<file path="config.mk">
export PLATFORM = sky130hd
export DESIGN_NAME = seq_det_mux_ctrl
export DESIGN_NICKNAME = d
export VERILOG_FILES = /design/src/rtl/seq_det_pkg.sv /design/src/rtl/seq_det_rr_arb.sv /design/src/rtl/seq_det_mux_ctrl.sv
export SDC_FILE = /design/constraint.sdc
export NUM_CORES = 1
export LEC_CHECK = 0
export CAP_MARGIN = 20
export CORE_MARGIN = 2
export CORE_UTILIZATION = 45
export CTS_BUF_LIST = sky130_fd_sc_hd__clkbuf_4 sky130_fd_sc_hd__clkbuf_8
export DETAILED_ROUTE_END_ITERATION = 8
export MAX_ROUTING_LAYER = met4
export PLACE_DENSITY = 0.71
export SLEW_MARGIN = 20
export SYNTH_ARGS = -nofsm -noshare
export SYNTH_HDL_FRONTEND = slang
export SYNTH_HIERARCHICAL = 1
export SYNTH_SLANG_ARGS = --single-unit
</file>
<file path="constraint.sdc">
create_clock -name clk -period 5.7 [get_ports clk]
set_clock_uncertainty 0.15 [all_clocks]
set_input_delay 0.855 -clock clk [delete_from_list [all_inputs] [get_ports clk]]
set_output_delay 0.855 -clock clk [all_outputs]
set_load 0.01 [all_outputs]
</file>
<file path="src/rtl/seq_det_pkg.sv">
// Shared constants and types for the multiplexed 4-bit sequence detector.
package seq_det_pkg;

  // 4-bit window value as presented on the result port.
  typedef logic [3:0] hit_code_t;

  localparam hit_code_t PAT_A     = 4'b1001;
  localparam hit_code_t PAT_B     = 4'b1110;
  localparam hit_code_t CODE_NONE = 4'b0000;

  // True when a full 4-bit window equals one of the reported patterns.
  function automatic logic is_pattern(input hit_code_t w);
    return (w == PAT_A) || (w == PAT_B);
  endfunction

endpackage

</file>
<file path="src/rtl/seq_det_rr_arb.sv">
// Round-robin arbiter: grants the first eligible channel at or above rr_ptr
// (with wrap) and moves rr_ptr just past the winner on every grant.
module seq_det_rr_arb #(
  parameter int NCH  = 4,
  parameter int CH_W = $clog2(NCH)
) (
  input  logic            clk,
  input  logic            rst_n,
  input  logic [NCH-1:0]  eligible,
  input  logic            en,
  output logic [NCH-1:0]  grant,
  output logic [CH_W-1:0] gnt_idx,
  output logic            gnt_any
);

  logic [CH_W-1:0] rr_ptr;

  // Rotating priority search starting at rr_ptr; nothing is granted when en=0.
  always_comb begin
    int j;
    grant   = '0;
    gnt_idx = '0;
    gnt_any = 1'b0;
    j       = 0;
    for (int i = 0; i < NCH; i++) begin
      j = int'(rr_ptr) + i;
      if (j >= NCH) j = j - NCH;
      if (en && !gnt_any && eligible[j]) begin
        gnt_any  = 1'b1;
        grant[j] = 1'b1;
        gnt_idx  = CH_W'(j);
      end
    end
  end

  // Pointer advances to the channel after the winner, only when a grant happens.
  always_ff @(posedge clk or negedge rst_n) begin
    if (!rst_n) begin
      rr_ptr <= '0;
    end else if (gnt_any) begin
      rr_ptr <= (int'(gnt_idx) == NCH - 1) ? '0 : gnt_idx + CH_W'(1);
    end
  end

endmodule

</file>
<file path="src/rtl/seq_det_mux_ctrl.sv">
// Shares one 4-bit pattern matcher among NCH serial lanes. Each lane keeps its
// own 3-bit history, so detection is per lane and overlapping. Hits (1001 or
// 1110) go out on a single result port and bump a saturating per-lane counter.
//
// Handshakes: an input bit on lane c transfers on a rising edge where
// req_valid[c] & req_ready[c]; req_ready is a one-hot grant that depends only on
// valid/flush/result-port state, never on req_bit. A result transfers on an edge
// where hit_valid & hit_ready; while hit_valid=1 and hit_ready=0 the result
// fields hold and no lane is granted, so no bit is consumed that could overwrite
// an unaccepted hit.
module seq_det_mux_ctrl
  import seq_det_pkg::*;
#(
  parameter int NCH   = 4,
  parameter int CH_W  = $clog2(NCH),
  parameter int CNT_W = 8
) (
  input  logic             clk,
  input  logic             rst_n,
  input  logic [NCH-1:0]   req_valid,
  input  logic [NCH-1:0]   req_bit,
  input  logic [NCH-1:0]   req_flush,
  output logic [NCH-1:0]   req_ready,
  output logic             hit_valid,
  input  logic             hit_ready,
  output logic [CH_W-1:0]  hit_ch,
  output hit_code_t        hit_code,
  input  logic             clr_cnt,
  input  logic [CH_W-1:0]  cnt_sel,
  output logic [CNT_W-1:0] cnt_val
);

  logic [2:0]       hist [NCH];
  logic [1:0]       len  [NCH];
  logic [CNT_W-1:0] cnt  [NCH];

  logic [NCH-1:0]   grant;
  logic [CH_W-1:0]  gnt_idx;
  logic             gnt_any;
  logic             en;
  logic             gnt_bit;
  hit_code_t        window;
  logic             match;

  assign en        = !hit_valid || hit_ready;
  assign req_ready = grant;

  seq_det_rr_arb #(
    .NCH  (NCH),
    .CH_W (CH_W)
  ) u_arb (
    .clk      (clk),
    .rst_n    (rst_n),
    .eligible (req_valid & ~req_flush),
    .en       (en),
    .grant    (grant),
    .gnt_idx  (gnt_idx),
    .gnt_any  (gnt_any)
  );

  // The single shared matcher looks at the granted lane's history plus its new bit.
  assign gnt_bit = req_bit[gnt_idx];
  assign window  = {hist[gnt_idx], gnt_bit};
  assign match   = gnt_any && (len[gnt_idx] == 2'd3) && is_pattern(window);

  // Per-lane history shift; flush wins and a flushed lane is never granted.
  always_ff @(posedge clk or negedge rst_n) begin
    if (!rst_n) begin
      for (int i = 0; i < NCH; i++) begin
        hist[i] <= '0;
        len[i]  <= '0;
      end
    end else begin
      for (int i = 0; i < NCH; i++) begin
        if (req_flush[i]) begin
          hist[i] <= '0;
          len[i]  <= '0;
        end else if (grant[i]) begin
          hist[i] <= {hist[i][1:0], req_bit[i]};
          if (len[i] != 2'd3) len[i] <= len[i] + 2'd1;
        end
      end
    end
  end

  // Result register: a new hit may replace one being accepted this same edge.
  always_ff @(posedge clk or negedge rst_n) begin
    if (!rst_n) begin
      hit_valid <= 1'b0;
      hit_ch    <= '0;
      hit_code  <= CODE_NONE;
    end else if (match) begin
      hit_valid <= 1'b1;
      hit_ch    <= gnt_idx;
      hit_code  <= window;
    end else if (hit_ready) begin
      hit_valid <= 1'b0;
    end
  end

  // Saturating hit counters; a clear in the same cycle as a hit wins.
  always_ff @(posedge clk or negedge rst_n) begin
    if (!rst_n) begin
      for (int i = 0; i < NCH; i++) cnt[i] <= '0;
    end else if (clr_cnt) begin
      for (int i = 0; i < NCH; i++) cnt[i] <= '0;
    end else if (match && (cnt[gnt_idx] != '1)) begin
      cnt[gnt_idx] <= cnt[gnt_idx] + CNT_W'(1);
    end
  end

  // Counter read port; out-of-range selects read as zero.
  always_comb begin
    cnt_val = '0;
    if (int'(cnt_sel) < NCH) cnt_val = cnt[cnt_sel];
  end

endmodule
</file>
==> flow_metrics.tcl <==
set metrics [dict create \
    htree_levels 3 \
    multi_input_comb_area_um2 2320 \
    wl_mm 10.1 \
    crit_path_start_kind "primary input" \
    cts_hold_buffers 0 \
    synth_area_um2 4040 \
    ys_seq_elements 61 \
    power.share.combinational 0.585 \
    highest-signal-layer "met4" \
    hold_path_depth 1 \
    worst-slew-pin-transition_ns 0.812 \
    grt_antenna_before_repair 0 \
    num_antenna_cells 0 \
    area.sequential_um2 1530 \
    max_clk_rate_mhz 205 \
    finalNonFillerCells 532 \
    global_route_total_overflow 0 \
    fraction_of_layout_cells_with_a_size_suffix_above_1 0.172 \
    core_area_um2 8720 \
    timing.final.max_slew_violations 0 \
    cts_resized 0 \
    dr.first_iter.drc_count 165 \
    drtAntennaViolNets 0 \
    maximum_resistive_drop_on_vdd_uv 259 \
    synthesis.nets 416 \
    final_net_count 449 \
    cts_buffers 9 \
    met2WireLength_mm 4.95 \
    whs_endpoint "hit_code[3]" \
    drt-vias-per-instance 6.26 \
    finalSetupTns_ns 0 \
    timing.final.crit_period_ns 4.87 \
    vias 3332 \
    wl_met1_mm 4.36 \
    initial_core_util 0.463 \
    fraction_of_synthesis_flops_using_an_asynchronous_set_or_reset_pin 1.00 \
    p_clk_frac 0.165 \
    critical_path.reg2reg.startpoint "u_arb/rr_ptr[1]" \
    detail_route.drc_violations 0 \
    setup_repair_after_global_routing_missed_its_margin "false" \
    synth_xor_xnor_area_share 0.0108 \
    hold_viol_final 0 \
    areaGrowthSynthToFinish_pct 14.6 \
    hold_startpoint "hit_code[3]" \
    ys_seq_area_frac 0.378 \
    ys.flop_type "sky130_fd_sc_hd__dfrtp_1" \
    rows 34 \
    power_density_nw_per_um2 483 \
    critPathLaunch "req_flush[1]" \
    yosys.area_share.simple 0.175 \
    worst-path-max-fanout 13 \
    grt_start_max_net_pins 62 \
    post_cts_buffers 0 \
    met3_wirelength_um 645 \
    setup_violations 0 \
    run_status "completed" \
    min_period_over_period 0.854 \
    clock-root-buffer "sky130_fd_sc_hd__clkbuf_8" \
    fillerInstances 795 \
    worstSkewPairLatency_ns 0.35 \
    cts.path.max_buffers 2 \
    total_leakage_power_nw 1.89 \
    cp.required_ns 5.79 \
    synthesis.yosys.warnings 6 \
    worstHoldPathType "flip-flop to flip-flop" \
    power.share.sequential 0.251 \
    critical_path_end_type "flip-flop" \
    max_cap_viol_count 0 \
    data_arrival_critical_path_ns 4.96 \
    syn-instance-count 386 \
    ios 37 \
    numClockSinks 61 \
    synth_compound_gate_area_share 0.176 \
    hpwl_mm 6.99 \
    timing.setup.critical_path_class "primary input to flip-flop" \
    place.detailed.instances 516 \
    cp.buffers_inverters 1 \
    drt-pass1-iter-count 5 \
    grt_pass1_wl_mm 17.0 \
    cts.clk_slew.worst_paths_ns 0.07 \
    die_width_um 98.8 \
    synthMuxAreaShare 0.176 \
    regToRegSetupSlack_ns 1.11 \
    r2r_cells 12 \
    grt_pass1_vias 3268 \
    timing.critical_path.slowest_stage_cell "sky130_fd_sc_hd__mux4_2" \
    yosys.area_share.adder 0.0372 \
    combinational_family_with_the_most_area_after_synthesis "compound AO/OA/AOI/OAI gates" \
    dieArea_um2 9750 \
    net-switching-power_mw 0.997 \
    tritoncts "built" \
    final.hold.worst_slack_ns 0.323 \
    timing.rr.end "cnt[0]" \
    synthDistinctLibCells 69 \
    worst_slew_margin_rel 0.455 \
    grtUsageTotal 0.227 \
    fp.dieH_um 98.8 \
    place.gp.congestion 0.903 \
    detail_route.wl_per_cell_um 19.0 \
    crit_family "simple AND/OR/NAND/NOR gates" \
    max_stage_delay_ns 0.66 \
    number_of_enable_type_register_cells_in_the_synthesized_netlist 0 \
    postSynthAreaPerCell_um2 10.5 \
    cp_cell_sequence "clkdlybuf4s50_1 -> nor2b_1 -> mux2i_1 -> nor4b_1 -> a31o_2 -> or2_2 -> mux4_2 -> ha_1 -> and4_1 -> a21oi_4 -> a21oi_1 -> a311oi_1" \
    io_buffer_count 36 \
    net_switching_fraction_of_the_power 0.445 \
    internal_cell_power_mw 1.24 \
]
-- metal layers --
metal	global-route usage	vias up
met1	0.310	1648
met4	0.0548	0
met2	0.350	131
met3	0.0504	13
li1	-	1540
met5	-	-
-- stage by stage --
| step | utilization | total power, mW | setup slack, ns | cell area (um2) |
|---|---|---|---|---|
| floorplan | - | 1.54 | 1.55 | 4040 |
| global placement | 0.510 | 1.86 | 0.565 | 4450 |
| detailed placement | 0.510 | 1.87 | 0.459 | 4450 |
| CTS | 0.532 | 2.24 | 0.839 | 4640 |
| global route | 0.531 | 2.39 | 0.493 | 4630 |
| finish | 0.531 | 2.24 | 0.832 | 4630 |
-- power by group through the flow --
stage	Combinational, mW	Clock [mW]	Sequential (mW)
after floorplan	0.975	0	0.564
after global placement	1.29	0	0.567
after detailed placement	1.30	0	0.571
after CTS	1.30	0.380	0.562
after global routing	1.42	0.397	0.570
final	1.31	0.369	0.561
-- synth_stat cells (all sizes together), types with 5 or more instances --
master / count / area (um2)
dfrtp: 61 / 1530
a21oi: 38 / 201
nor3: 32 / 160
mux2i: 23 / 259
nand2: 22 / 85.1
nor2: 22 / 85.1
mux4: 19 / 428
buf: 18 / 141
o21ai: 17 / 85.1
nand3: 16 / 80.1
ha: 12 / 150
nor4: 11 / 68.8
clkbuf: 8 / 33.8
nor2b: 8 / 50.1
a21boi: 6 / 71.3
o211ai: 6 / 45.0
inv: 5 / 18.8
nand4: 5 / 31.3
-- cell usage in the layout (no fill, tap or decap), types with 5 or more instances in the layout --
cell type,instances
sky130_fd_sc_hd__clkbuf_8,12
sky130_fd_sc_hd__a21oi_1,37
sky130_fd_sc_hd__buf_4,12
sky130_fd_sc_hd__clkdlybuf4s50_1,34
sky130_fd_sc_hd__o211ai_1,6
sky130_fd_sc_hd__nand3_1,16
sky130_fd_sc_hd__nor2b_1,8
sky130_fd_sc_hd__nor3_1,32
sky130_fd_sc_hd__nand2_1,21
sky130_fd_sc_hd__nor4_1,11
sky130_fd_sc_hd__mux4_2,19
sky130_fd_sc_hd__mux2i_1,20
sky130_fd_sc_hd__nor2_1,21
sky130_fd_sc_hd__nand4_1,5
sky130_fd_sc_hd__ha_1,12
sky130_fd_sc_hd__o21ai_1,14
sky130_fd_sc_hd__dfrtp_1,61
-- state kept, by name, indices dropped and copies added (netlist names), named ones only --
signal        count
hit_valid         1
hit_code          4
hist             12
hit_ch            2
cnt              32
u_arb/rr_ptr      1
len               8
-- cell type report --
type | count | share of cell area
multi-input combinational | 294 | 0.501
sequential | 61 | 0.330
timing repair buffer | 48 | 0.0951
clock buffer | 13 | 0.0373
tap | 108 | 0.0292
clock inverter | 3 | 0.00405
inverter | 5 | 0.00405
-- kinds of logic (layout without fill, tap and decap cells) --
kind of cell    after synthesis  after routing
compound gates               98             98
fa+ha+maj                    12             12
xor+xnor                      5              5
simple gates                135            135
buf+inv                      31             69
flops                        61             61
mux                          44             44
-- worst max-delay path by stage --
stage | endpoint | slack [ns] | cells past startpoint
6_report | cnt[0] | 0.83 | 12
5_1_grt | cnt[7] | 0.49 | 12
4_1_cts | cnt[5] | 0.84 | 12
3_5_place_dp | cnt[8] | 0.46 | 12
3_3_place_gp | cnt[6] | 0.57 | 13
2_1_floorplan | cnt[7] | 1.55 | 17
Note: power is estimated with default switching activity, not from simulation.
